===== config.mk =====
export PLATFORM = sky130hd
export DESIGN_NAME = mlp_batch_sequencer_flat
export DESIGN_NICKNAME = d
export VERILOG_FILES = /design/src/rtl/mlp_batch_sequencer_if.sv /design/src/rtl/mlp_batch_sequencer.sv /design/src/flat_wrapper.sv
export SDC_FILE = /design/constraint.sdc
export NUM_CORES = 1
export LEC_CHECK = 0
export BUFFER_PORTS_ARGS = -buffer_cell sky130_fd_sc_hd__buf_2
export CAP_MARGIN = 20
export CORE_MARGIN = 4
export CORE_UTILIZATION = 58
export DETAILED_ROUTE_END_ITERATION = 10
export PLACE_DENSITY = 0.84
export RECOVER_POWER = 25
export SYNTH_ARGS = -nofsm -noshare
export SYNTH_HDL_FRONTEND = slang
export SYNTH_SLANG_ARGS = --single-unit

===== constraint.sdc =====
create_clock -name clk -period 3.8 [get_ports clk]
set_input_delay 0.57 -clock clk [delete_from_list [all_inputs] [get_ports clk]]
set_output_delay 0.57 -clock clk [all_outputs]
set_load 0.05 [all_outputs]

===== src/rtl/mlp_batch_sequencer_if.sv =====
// Control/result bundle between the batch host and mlp_batch_sequencer.
// master: host side (drives run_req/batch_len/abort and the core's done/class).
// slave : sequencer side (drives core_start, image index, results, statistics).
interface mlp_batch_sequencer_if #(
  parameter int unsigned CLASS_W = 4,
  parameter int unsigned IDX_W   = 8,
  parameter int unsigned CNT_W   = 32
);
  logic               run_req;
  logic [IDX_W-1:0]   batch_len;
  logic               abort;
  logic               core_start;
  logic               core_done;
  logic [CLASS_W-1:0] core_class;
  logic [IDX_W-1:0]   img_idx;
  logic               busy;
  logic               result_valid;
  logic [IDX_W-1:0]   result_idx;
  logic [CLASS_W-1:0] result_class;
  logic [CNT_W-1:0]   result_cycles;
  logic               batch_done;
  logic               timeout_err;
  logic               aborted;
  logic [CNT_W-1:0]   min_cycles;
  logic [CNT_W-1:0]   max_cycles;
  logic [CNT_W-1:0]   total_cycles;

  modport master (
    output run_req, batch_len, abort, core_done, core_class,
    input  core_start, img_idx, busy, result_valid, result_idx, result_class,
           result_cycles, batch_done, timeout_err, aborted,
           min_cycles, max_cycles, total_cycles
  );

  modport slave (
    input  run_req, batch_len, abort, core_done, core_class,
    output core_start, img_idx, busy, result_valid, result_idx, result_class,
           result_cycles, batch_done, timeout_err, aborted,
           min_cycles, max_cycles, total_cycles
  );
endinterface


===== src/rtl/mlp_batch_sequencer.sv =====
// Batch inference sequencer in front of mlp_top.
// Issues one core_start per image of a programmable batch, captures each
// predicted class with its start-to-done latency, keeps min/max/total latency
// statistics and a per-inference timeout watchdog.
// Ports: clk (rising edge), reset (synchronous, active high),
//        bus (mlp_batch_sequencer_if.slave: host control, core handshake,
//        per-image results, batch status and statistics).
module mlp_batch_sequencer #(
  parameter int unsigned CLASS_W = 4,
  parameter int unsigned IDX_W   = 8,
  parameter int unsigned CNT_W   = 32,
  parameter int unsigned TIMEOUT = 100000
) (
  input  logic                  clk,
  input  logic                  reset,
  mlp_batch_sequencer_if.slave  bus
);

  typedef enum logic [2:0] {S_IDLE, S_LAUNCH, S_WAIT, S_GAP, S_FINISH} state_t;

  localparam logic [CNT_W-1:0] TIMEOUT_C = CNT_W'(TIMEOUT);

  state_t             state, state_n;
  logic [IDX_W-1:0]   len_q, img_idx_q, result_idx_q;
  logic [CLASS_W-1:0] result_class_q;
  logic [CNT_W-1:0]   lat, result_cycles_q, min_q, max_q, total_q;
  logic               result_valid_q, timeout_q, aborted_q;
  logic               do_accept, do_capture, do_timeout, do_abort;
  logic               more_images;
  logic [CNT_W:0]     total_sum;

  // Widened compare so img_idx+1 cannot wrap when batch_len is the maximum.
  assign more_images = ({1'b0, img_idx_q} + (IDX_W+1)'(1)) < {1'b0, len_q};
  assign total_sum   = {1'b0, total_q} + {1'b0, lat};

  always_comb begin
    state_n    = state;
    do_accept  = 1'b0;
    do_capture = 1'b0;
    do_timeout = 1'b0;
    do_abort   = 1'b0;
    unique case (state)
      S_IDLE: begin
        if (bus.run_req) begin
          do_accept = 1'b1;
          state_n   = (bus.batch_len == '0) ? S_FINISH : S_LAUNCH;
        end
      end
      S_LAUNCH: begin
        if (bus.abort) begin
          do_abort = 1'b1;
          state_n  = S_FINISH;
        end else begin
          state_n = S_WAIT;
        end
      end
      S_WAIT: begin
        // abort > done > timeout
        if (bus.abort) begin
          do_abort = 1'b1;
          state_n  = S_FINISH;
        end else if (bus.core_done) begin
          do_capture = 1'b1;
          state_n    = S_GAP;
        end else if (lat == TIMEOUT_C) begin
          do_timeout = 1'b1;
          state_n    = S_FINISH;
        end
      end
      S_GAP: begin
        if (bus.abort) begin
          do_abort = 1'b1;
          state_n  = S_FINISH;
        end else if (!bus.core_done) begin
          state_n = more_images ? S_LAUNCH : S_FINISH;
        end
      end
      // The batch is already ending here; abort has nothing left to stop,
      // so FINISH always proceeds to IDLE with a single batch_done.
      S_FINISH: state_n = S_IDLE;
      default:  state_n = S_IDLE;
    endcase
  end

  always_ff @(posedge clk) begin
    if (reset) begin
      state           <= S_IDLE;
      len_q           <= '0;
      img_idx_q       <= '0;
      lat             <= '0;
      result_valid_q  <= 1'b0;
      result_idx_q    <= '0;
      result_class_q  <= '0;
      result_cycles_q <= '0;
      timeout_q       <= 1'b0;
      aborted_q       <= 1'b0;
      min_q           <= '1;
      max_q           <= '0;
      total_q         <= '0;
    end else begin
      state          <= state_n;
      result_valid_q <= do_capture;

      if (do_accept) begin
        len_q     <= bus.batch_len;
        img_idx_q <= '0;
        timeout_q <= 1'b0;
        aborted_q <= 1'b0;
        min_q     <= '1;
        max_q     <= '0;
        total_q   <= '0;
      end

      if (state == S_LAUNCH) begin
        lat <= CNT_W'(1);
      end else if (state == S_WAIT && lat != '1) begin
        lat <= lat + CNT_W'(1);
      end

      if (do_capture) begin
        result_idx_q    <= img_idx_q;
        result_class_q  <= bus.core_class;
        result_cycles_q <= lat;
        if (lat < min_q) min_q <= lat;
        if (lat > max_q) max_q <= lat;
        total_q <= total_sum[CNT_W] ? '1 : total_sum[CNT_W-1:0];
      end

      if (do_timeout) timeout_q <= 1'b1;
      if (do_abort)   aborted_q <= 1'b1;

      if (state == S_GAP && state_n == S_LAUNCH) begin
        img_idx_q <= img_idx_q + IDX_W'(1);
      end
    end
  end

  assign bus.core_start    = (state == S_LAUNCH);
  assign bus.busy          = (state != S_IDLE);
  assign bus.batch_done    = (state == S_FINISH);
  assign bus.img_idx       = img_idx_q;
  assign bus.result_valid  = result_valid_q;
  assign bus.result_idx    = result_idx_q;
  assign bus.result_class  = result_class_q;
  assign bus.result_cycles = result_cycles_q;
  assign bus.timeout_err   = timeout_q;
  assign bus.aborted       = aborted_q;
  assign bus.min_cycles    = min_q;
  assign bus.max_cycles    = max_q;
  assign bus.total_cycles  = total_q;

endmodule


===== src/flat_wrapper.sv =====
// flat-port wrapper written by rule: the top's interface ports become plain ports
module mlp_batch_sequencer_flat 
#(
  parameter int unsigned CLASS_W = 4,
  parameter int unsigned IDX_W   = 8,
  parameter int unsigned CNT_W   = 32,
  parameter int unsigned TIMEOUT = 100000
)
  (clk, reset, bus_run_req, bus_batch_len, bus_abort, bus_core_done, bus_core_class, bus_core_start, bus_img_idx, bus_busy, bus_result_valid, bus_result_idx, bus_result_class, bus_result_cycles, bus_batch_done, bus_timeout_err, bus_aborted, bus_min_cycles, bus_max_cycles, bus_total_cycles);
  mlp_batch_sequencer_if #(.CLASS_W(CLASS_W), .IDX_W(IDX_W), .CNT_W(CNT_W)) bus_i ();
  input  logic clk;
  input  logic reset;
  input wire logic [$bits(bus_i.run_req)-1:0] bus_run_req;
  input wire logic [$bits(bus_i.batch_len)-1:0] bus_batch_len;
  input wire logic [$bits(bus_i.abort)-1:0] bus_abort;
  input wire logic [$bits(bus_i.core_done)-1:0] bus_core_done;
  input wire logic [$bits(bus_i.core_class)-1:0] bus_core_class;
  output wire logic [$bits(bus_i.core_start)-1:0] bus_core_start;
  output wire logic [$bits(bus_i.img_idx)-1:0] bus_img_idx;
  output wire logic [$bits(bus_i.busy)-1:0] bus_busy;
  output wire logic [$bits(bus_i.result_valid)-1:0] bus_result_valid;
  output wire logic [$bits(bus_i.result_idx)-1:0] bus_result_idx;
  output wire logic [$bits(bus_i.result_class)-1:0] bus_result_class;
  output wire logic [$bits(bus_i.result_cycles)-1:0] bus_result_cycles;
  output wire logic [$bits(bus_i.batch_done)-1:0] bus_batch_done;
  output wire logic [$bits(bus_i.timeout_err)-1:0] bus_timeout_err;
  output wire logic [$bits(bus_i.aborted)-1:0] bus_aborted;
  output wire logic [$bits(bus_i.min_cycles)-1:0] bus_min_cycles;
  output wire logic [$bits(bus_i.max_cycles)-1:0] bus_max_cycles;
  output wire logic [$bits(bus_i.total_cycles)-1:0] bus_total_cycles;
  assign bus_i.run_req = bus_run_req;
  assign bus_i.batch_len = bus_batch_len;
  assign bus_i.abort = bus_abort;
  assign bus_i.core_done = bus_core_done;
  assign bus_i.core_class = bus_core_class;
  assign bus_core_start = bus_i.core_start;
  assign bus_img_idx = bus_i.img_idx;
  assign bus_busy = bus_i.busy;
  assign bus_result_valid = bus_i.result_valid;
  assign bus_result_idx = bus_i.result_idx;
  assign bus_result_class = bus_i.result_class;
  assign bus_result_cycles = bus_i.result_cycles;
  assign bus_batch_done = bus_i.batch_done;
  assign bus_timeout_err = bus_i.timeout_err;
  assign bus_aborted = bus_i.aborted;
  assign bus_min_cycles = bus_i.min_cycles;
  assign bus_max_cycles = bus_i.max_cycles;
  assign bus_total_cycles = bus_i.total_cycles;
  mlp_batch_sequencer #(.CLASS_W(CLASS_W), .IDX_W(IDX_W), .CNT_W(CNT_W), .TIMEOUT(TIMEOUT)) u_core (.clk(clk), .reset(reset), .bus(bus_i));
endmodule

==> metrics.csv, run 1 <==
metric,value,unit
cts_buffers,17,
rsz0062_at_grt,no,
swShare,0.253,
finalPower,4.01,mW
nFillCells,1535,
power_leakage,5.59,nW
clk-insertion-delay-late,0.45,ns
tns,0,ns
utilization,0.674,
postCtsSetupBuffers,0,
io_pins,171,
powerDensity,318,nW/um^2
routedWlPerCell,17.2,um
cts_resized,0,
syn_to_final_growth,13.9,%
worst-setup-path-type,reg2reg,
gp_congestion,0.931,
overflow,0,
cts-htree-levels,4,
p_seq_frac,0.513,
cts.clk_slew.worst_paths,0.07,ns
multi_input_area,6540,um^2
detail-route-antenna-nets,0,
ys_ff_latch,194,
drc,0,
die_area,21300,um^2
max_freq,0.287,GHz
p_switching,1.02,mW
start_util,0.591,
power_frac_clock,0.438,
cp.arrival,3.73,ns
cts-root-buf,clkbuf_16,
ys.flop_type,dfxtp_1,
insertedDiodeCount,0,
placementRows,50,
cts_tree,built,
grt_pass1_vias,10007,
maxSlewHeadroom,-0.208,
synthArstFlopShare,0,
internal_power,2.99,mW
min_period,3.49,ns
worstPathMaxFanout,64,
first_pass_iters,6,
die_h,146,um
seq_area_frac_synth,0.351,
final_common_cell,nand2_1,
ir_worst_vdd,0.339,mV
cap_violations,1,
violations,"max-capacitance violations, max-slew violations",
clock-sinks,194,
antenna_found_initial,0,
combPwrFrac,0.049,
clock_path_buffers,2,
coreArea,18700,um^2
status,"finished, violations left",
yosysWarnings,0,
avgSynthCellArea,7.85,um^2
whs,0.343,ns
finalSetupViolCount,0,
track_usage,0.285,
crit_path_end_kind,register,
first_iter_violations,800,
skew,0.0121,ns
postCtsHoldBufs,0,
layout.nets,1673,
vias_per_cell,5.94,
dr_total_vias,10663,
die_w,146,um
synth_fp_nets,1532,
required,4.04,ns
start_kind,register,
grt_pass1_wl,50700,um
synth_cells,1409,
grt_max_degree,90,
hold_violations,0,
io_buffers,170,
seq_area,3880,um^2
final_cell_mix,"237 x nand2_1, 194 x dfxtp_1, 153 x a21oi_1",
worst_pin_slew,1.81,ns
fin_crit_sh,0.919,
hp-class,in2reg,
totalWireLength,31000,um
synth_edf_count,0,
drv_slew,90,
dp.final_hpwl,22400,um
syn_area,11100,um^2
drive_above_1_share,0.105,
ys_types,63,
[cells in the mapped netlist, types with 9 or more instances]
| library cell | count | area, um^2 |
|---|---|---|
| a211oi_1 | 11 | 82.6 |
| a21o_1 | 29 | 218 |
| a21oi_1 | 153 | 766 |
| and3_1 | 11 | 68.8 |
| buf_2 | 9 | 45.0 |
| clkbuf_1 | 59 | 221 |
| dfxtp_1 | 194 | 3880 |
| ha_1 | 105 | 1310 |
| inv_1 | 91 | 342 |
| mux2i_1 | 32 | 320 |
| nand2_1 | 237 | 890 |
| nand3_1 | 20 | 100 |
| nand4_1 | 22 | 138 |
| nor2_1 | 96 | 360 |
| nor2b_1 | 13 | 81.3 |
| nor3_1 | 45 | 225 |
| o21a_1 | 13 | 97.6 |
| o21ai_0 | 65 | 325 |
| or3_1 | 44 | 275 |
| xnor2_1 | 26 | 228 |
| xor2_1 | 24 | 210 |
[final timing paths]
kind	start	depth (start not counted)	end	slack [ns]
worst max-delay path	u_core.lat[13]	10	u_core.bus.max_cycles[6]	0.31
worst min-delay path	bus_abort	2	u_core.state[1]	0.34
worst max register to register	u_core.lat[13]	10	u_core.bus.max_cycles[6]	0.31
worst min register to register	u_core.bus.result_idx[6]	2	u_core.bus.result_idx[6]	0.45
[critical path: stages, from the launching register on]
cell	delay (ns)
dfxtp_1	0.47
ha_1	0.38
nand4_1	0.15
nor2_1	0.19
and2_1	0.25
o21ai_0	0.12
a21oi_1	0.37
o21a_1	0.19
o31a_2	0.84
or3_1	0.22
a21oi_1	0.08
[metal layers]
layer,wire length [um],share of wire,global-route usage
met1,12900,0.42,0.361
met2,14500,0.47,0.469
met3,2330,0.075,0.0577
met4,1290,0.042,0.136
met5,0,0,0
[kinds of logic (layout without fill, tap and decap cells)]
| group | after synthesis | after routing | share of synthesized area |
|---|---|---|---|
| flip-flops | 194 | 194 | 0.351 |
| adder cells (fa/ha/maj) | 106 | 106 | 0.121 |
| XOR/XNOR | 50 | 50 | 0.0396 |
| buffers and inverters | 169 | 322 | 0.0594 |
| AND/OR/NAND/NOR | 536 | 536 | 0.226 |
| multiplexers | 33 | 33 | 0.0300 |
| AO/OA/AOI/OAI | 321 | 321 | 0.174 |
[power groups by stage]
| stage | logic, mW | registers, mW | clock network [mW] |
|---|---|---|---|
| global route | 0.216 | 2.06 | 1.86 |
| floorplan | 0.127 | 2.11 | 0 |
| global placement | 0.191 | 2.10 | 0 |
| CTS | 0.195 | 2.06 | 1.77 |
| finish | 0.197 | 2.06 | 1.75 |
| detailed placement | 0.193 | 2.10 | 0 |
[through the flow]
step | worst slack [ns] | instances | cell area [um^2]
final | 0.310 | 1796 | 12600
after detailed placement | 0.431 | 1765 | 12100
after global placement | 0.580 | 1765 | 12100
after CTS | 0.363 | 1796 | 12700
after global routing | 0.0224 | 1796 | 12600
after floorplan | 0.485 | 1409 | 11100
[cell type report]
type	instances	share of cell area
Clock buffer	19	0.0360
Multi-Input combinational cell	1046	0.519
Tap cell	234	0.0232
Timing Repair Buffer	199	0.0766
Sequential cell	194	0.308
Inverter	92	0.0274
Clock inverter	12	0.00943
[flip-flops by register name (all words and copies together) (netlist names), 3 cells and up]
name,flops
u_core.bus.result_class,4
u_core.bus.result_idx,8
u_core.bus.total_cycles,32
u_core.bus.min_cycles,32
u_core.bus.result_cycles,32
u_core.bus.img_idx,8
u_core.len_q,8
u_core.state,3
u_core.bus.max_cycles,32
u_core.lat,32
Power figures use the tool's default switching activity.
==> run 2: changes to the inputs <==
--- a/config.mk
+++ b/config.mk
@@ -12,6 +12,7 @@
 export DETAILED_ROUTE_END_ITERATION = 10
 export PLACE_DENSITY = 0.84
 export RECOVER_POWER = 25
+export SLEW_MARGIN = 20
 export SYNTH_ARGS = -nofsm -noshare
 export SYNTH_HDL_FRONTEND = slang
 export SYNTH_SLANG_ARGS = --single-unit
==> constraint.sdc (replaced) <==
create_clock -name clk -period 3.9 [get_ports clk]
set_input_delay 0.585 -clock clk [delete_from_list [all_inputs] [get_ports clk]]
set_output_delay 0.585 -clock clk [all_outputs]
set_load 0.05 [all_outputs]
==> metrics.csv, run 2 (synthesized netlist as in run 1, its figures left out) <==
metric,value,unit,change
drv_slew,0,,-100%
insertedDiodeCount,0,,unchanged
clock-sinks,194,,unchanged
dp.final_hpwl,22800,um,+1.4%
cts_resized,0,,unchanged
slowest_stage,dfxtp_1,,
grt_pass1_vias,10374,,+3.7%
first_pass_iters,5,,-1
finalSetupViolCount,0,,unchanged
ir_worst_vdd,0.316,mV,-6.6%
detail-route-antenna-nets,0,,unchanged
dr_total_vias,10599,,-0.60%
r2r_slack,0.42,ns,+0.11 ns
maxSlewHeadroom,0.365,,+0.573
io_pins,171,,unchanged
layout.nets,1671,,-0.12%
drive_above_1_share,0.101,,-0.00442
r2r_cells,12,,+2
first_iter_violations,736,,-8.0%
max_freq,0.287,GHz,+0.34%
holdPathStages,2,,unchanged
cts-htree-levels,4,,unchanged
clk-insertion-delay-late,0.45,ns,about the same
cap_violations,0,,-1
routedWlPerCell,17.4,um,+0.78%
status,finished clean,,
io_buffers,170,,unchanged
whs,0.372,ns,+0.0289 ns
finalPower,3.92,mW,-2.1%
skew,0.0145,ns,+0.00241 ns
powerDensity,312,nW/um^2,-2.0%
r2r-start,u_core.lat[0],,
cpLargestDelayFamily,compound AO/OA/AOI/OAI gates,,
cts_buffers,17,,unchanged
hp-class,in2reg,,
die_w,146,um,unchanged
crit_path_end_kind,register,,
track_usage,0.290,,+0.00475
worstHoldEndpoint,u_core.state[1],,
worst_pin_slew,0.952,ns,-0.860 ns
die_area,21300,um^2,unchanged
placementRows,50,,unchanged
max_stage_delay,0.49,ns,-0.35 ns
critPathMostFrequentCell,a31oi_1,,
hold_violations,0,,unchanged
nFillCells,1581,,+3.0%
rsz0062_at_grt,no,,
cts-root-buf,clkbuf_16,,
fin_crit_sh,0.892,,-0.0266
min_period,3.48,ns,-0.0119 ns
worst-setup-path-type,reg2reg,,
grt_pass1_wl,51700,um,+2.1%
hold_start,bus_abort,,
seq_area,3880,um^2,unchanged
cts.clk_slew.worst_paths,0.08,ns,about the same
cts_tree,built,,
worstPathMaxFanout,10,,-84%
final_common_cell,nand2_1,,
totalWireLength,31200,um,+0.73%
vias_per_cell,5.90,,-0.54%
multi_input_area,6550,um^2,+0.11%
cp.arrival,3.86,ns,+0.13 ns
start_util,0.591,,unchanged
clock_path_buffers,2,,unchanged
start_kind,register,,
r2r-end,u_core.bus.total_cycles[23],,
path_buf_inv,1,,+1
overflow,0,,unchanged
die_h,146,um,unchanged
coreArea,18700,um^2,unchanged
syn_to_final_growth,13.8,%,
postCtsHoldBufs,0,,unchanged
antenna_found_initial,0,,unchanged
worstPathCellList,ha_1 > inv_1 > fa_1 > nor2b_1 > o31ai_2 > a31oi_1 > a31oi_1 > o21bai_1 > a31oi_1 > or2_2 > nor2_1 > a221o_1,,
drc,0,,unchanged
final_cell_mix,"237 x nand2_1, 194 x dfxtp_1, 153 x a21oi_1",,
tns,0,ns,unchanged
required,4.28,ns,+0.24 ns
power_leakage,5.56,nW,-0.56%
gp_congestion,0.942,,+1.2%
grt_max_degree,94,,+4.4%
postCtsSetupBuffers,0,,unchanged
## run 2: layout make-up
| type | instances | area share |
|---|---|---|
| Inverter | 92 | 0.0274 |
| Clock inverter | 15 | 0.0113 |
| Sequential cell | 194 | 0.309 |
| Multi-Input combinational cell | 1046 | 0.520 |
| Tap cell | 234 | 0.0233 |
| Clock buffer | 17 | 0.0338 |
| Timing Repair Buffer | 197 | 0.0753 |
## run 2: how the worst max path moves through the flow
stage,slack [ns],to,cells after the start,startpoint
finish,0.42,u_core.bus.total_cycles[23],12,u_core.lat[0]
global route,0.14,u_core.bus.total_cycles[23],12,u_core.lat[0]
CTS,0.47,u_core.bus.total_cycles[30],12,u_core.lat[0]
detailed placement,0.49,u_core.bus.total_cycles[18],12,u_core.lat[0]
global placement,0.65,u_core.bus.img_idx[0],13,u_core.bus.img_idx[2]
floorplan,0.58,u_core.bus.img_idx[6],15,u_core.bus.img_idx[2]
## run 2: metrics by stage
stage	cells	setup slack, ns	utilization	instance area, um^2
floorplan	1409	0.585	-	11100
detailed placement	1763	0.495	0.648	12100
global route	1795	0.141	0.673	12600
global placement	1763	0.646	0.648	12100
CTS	1795	0.473	0.678	12700
finish	1795	0.422	0.673	12600
## run 2: where the power goes
group          internal [mW]  total [mW]  switching (mW)
logic                 0.0480       0.192           0.144
clock network          0.848        1.73           0.878
registers               1.99        2.00          0.0124
total                   2.89        3.92            1.03
## run 2: worst reg2reg max path, stage by stage, from the launching register on
cell and delay (ns):
dfxtp_1 0.49, ha_1 0.26, inv_1 0.06, fa_1 0.40, nor2b_1 0.20, o31ai_2 0.10
a31oi_1 0.33, a31oi_1 0.24, o21bai_1 0.30, a31oi_1 0.18, or2_2 0.35, nor2_1 0.36
a221o_1 0.17
## run 2: layer usage
layer | part of all wire | global-route usage
met5 | 0 | 0
met4 | 0.034 | 0.109
met3 | 0.064 | 0.0565
met2 | 0.48 | 0.483
met1 | 0.43 | 0.375
==> run 3: changes to the inputs <==
--- a/config.mk
+++ b/config.mk
@@ -16,3 +16,4 @@
 export SYNTH_ARGS = -nofsm -noshare
 export SYNTH_HDL_FRONTEND = slang
 export SYNTH_SLANG_ARGS = --single-unit
+export TNS_END_PERCENT = 1
==> constraint.sdc (replaced) <==
create_clock -name clk -period 3.9 [get_ports clk]
set_input_delay 0.78 -clock clk [delete_from_list [all_inputs] [get_ports clk]]
set_output_delay 0.78 -clock clk [all_outputs]
set_load 0.05 [all_outputs]
==> metrics.csv, run 3 (synthesized netlist as in run 1, its figures left out) <==
metric,value,unit,change
status,"finished, violations left",,
violations,"max-capacitance violations, max-slew violations",,
powerDensity,307,nW/um^2,-1.6%
tns,0,ns,unchanged
grt_pass1_wl,51900,um,+0.39%
track_usage,0.290,,about the same
hp-class,reg2reg,,
hold_violations,0,,unchanged
worst_pin_slew,2.85,ns,+1.90 ns
final_cell_mix,"237 x nand2_1, 194 x dfxtp_1, 153 x a21oi_1",,
start_kind,register,,
io_buffers,170,,unchanged
crit_path_end_kind,register,,
ir_worst_vdd,0.328,mV,+3.7%
vias_per_cell,5.94,,+0.60%
finalPower,3.85,mW,-1.9%
postCtsHoldBufs,0,,unchanged
placementRows,50,,unchanged
cts_buffers,17,,unchanged
cts-htree-levels,4,,unchanged
min_period,3.52,ns,+0.0464 ns
required,4.28,ns,about the same
clock-sinks,194,,unchanged
gp_congestion,0.953,,+1.2%
internal_power,2.87,mW,-0.52%
start_util,0.591,,unchanged
worstPathCellList,ha_1 > inv_1 > fa_1 > nor2b_1 > o31ai_2 > a31oi_1 > a31oi_1 > o21bai_1 > a31oi_1 > or2_2 > nor2_1 > a221o_1,,
die_w,146,um,unchanged
first_iter_violations,929,,+26%
layout.nets,1672,,+0.060%
fin_crit_sh,0.904,,+0.0119
cts_tree,built,,
overflow,0,,unchanged
slowest_stage,dfxtp_1,,
p_seq_frac,0.521,,+0.010
power_frac_clock,0.429,,-0.011
maxSlewHeadroom,-0.898,,-1.26
cts.clk_slew.worst_paths,0.08,ns,about the same
drive_above_1_share,0.104,,+0.00320
final_common_cell,nand2_1,,
clock_path_buffers,2,,unchanged
cp.arrival,3.90,ns,+0.04 ns
detail-route-antenna-nets,0,,unchanged
totalWireLength,31600,um,+1.2%
postCtsSetupBuffers,0,,unchanged
power_leakage,5.56,nW,about the same
finalNonFillerCells,1795,,unchanged
cts_resized,0,,unchanged
drc,0,,unchanged
nFillCells,1586,,+0.32%
critPathMostFrequentCell,a31oi_1,,
dp.final_hpwl,22900,um,+0.57%
io_pins,171,,unchanged
p_switching,0.976,mW,-5.6%
dr_total_vias,10663,,+0.60%
worstPathMaxFanout,10,,unchanged
finalSetupViolCount,0,,unchanged
max_freq,0.284,GHz,-1.3%
grt_max_degree,85,,-9.6%
syn_to_final_growth,13.5,%,
routedWlPerCell,17.6,um,+1.2%
worst-setup-path-type,reg2reg,,
dpl.cell_count,1764,,+0.057%
coreArea,18700,um^2,unchanged
rsz0062_at_grt,no,,
skew,0.0119,ns,-0.00263 ns
die_area,21300,um^2,unchanged
drv_slew,68,,+68
clk-insertion-delay-late,0.44,ns,about the same
antenna_found_initial,0,,unchanged
combPwrFrac,0.051,,+0.002
swShare,0.254,,-0.0101
first_pass_iters,6,,+1
cap_violations,1,,+1
insertedDiodeCount,0,,unchanged
grt_pass1_vias,10392,,+0.17%
die_h,146,um,unchanged
cts-root-buf,clkbuf_16,,
max_stage_delay,0.50,ns,about the same
-- run 3: cell types whose count changed in the layout (fill, tap and decap cells not counted) --
cell        before  now
clkinv_8         2    0
o31a_2           0    1
inv_6            4    2
clkbuf_1        87   81
clkinv_2         3    0
buf_2           82   92
nor3_2           2    1
nor3_1          43   44
clkinvlp_4       0    4
o31a_4           1    0
clkinv_4         3    2
-- run 3: final timing paths --
check                              start                     endpoint  slack (ns)  depth (start not counted)
max                        u_core.lat[0]  u_core.bus.total_cycles[30]        0.38                         12
min reg2reg  u_core.bus.result_cycles[3]  u_core.bus.result_cycles[3]        0.46                          2
min          u_core.bus.result_cycles[3]  u_core.bus.result_cycles[3]        0.46                          2
max reg2reg                u_core.lat[0]  u_core.bus.total_cycles[30]        0.38                         12
-- run 3: final cells by class --
cell class              count  area [um^2]  area share
clock buffers              20          437      0.0348
clock inverters            11         98.8     0.00787
inverters                  92          345      0.0275
multi-input cells        1046         6540       0.520
flip-flops and latches    194         3880       0.309
well taps                 234          293      0.0233
repair buffers            198          963      0.0767
-- run 3: critical path: cells and delay by family (launching register included) --
kind / cells / cell delay [ns]
fa+ha+maj: 2 / 0.66
compound gates: 6 / 1.33
flops: 1 / 0.50
buf+inv: 1 / 0.07
simple gates: 3 / 0.89
-- run 3: per-layer routing --
metal | GRT usage | wire [um] | up-vias
met3 | 0.0599 | 2220 | 109
met2 | 0.480 | 14600 | 405
met1 | 0.364 | 13200 | 4994
met4 | 0.139 | 1520 | 0
met5 | 0 | 0 | -
li1 | - | - | 5155
-- run 3: power groups by stage --
stage          sequential [mW]  clock, mW  combinational [mW]
2_1_floorplan             2.06          0               0.124
3_3_place_gp              2.05          0               0.187
3_5_place_dp              2.05          0               0.190
4_1_cts                   2.00       1.66               0.192
5_1_grt                   2.01       1.74               0.212
6_report                  2.00       1.65               0.195
-- run 3: stage by stage --
step / utilization / hold slack [ns] / cell area (um^2) / setup WS [ns]
2_1_floorplan: - / 0.434 / 11100 / 0.585
3_3_place_gp: 0.648 / 0.439 / 12100 / 0.672
3_5_place_dp: 0.648 / 0.443 / 12100 / 0.471
4_1_cts: 0.677 / 0.454 / 12700 / 0.430
5_1_grt: 0.671 / 0.472 / 12600 / 0.00322
6_report: 0.671 / 0.455 / 12600 / 0.375
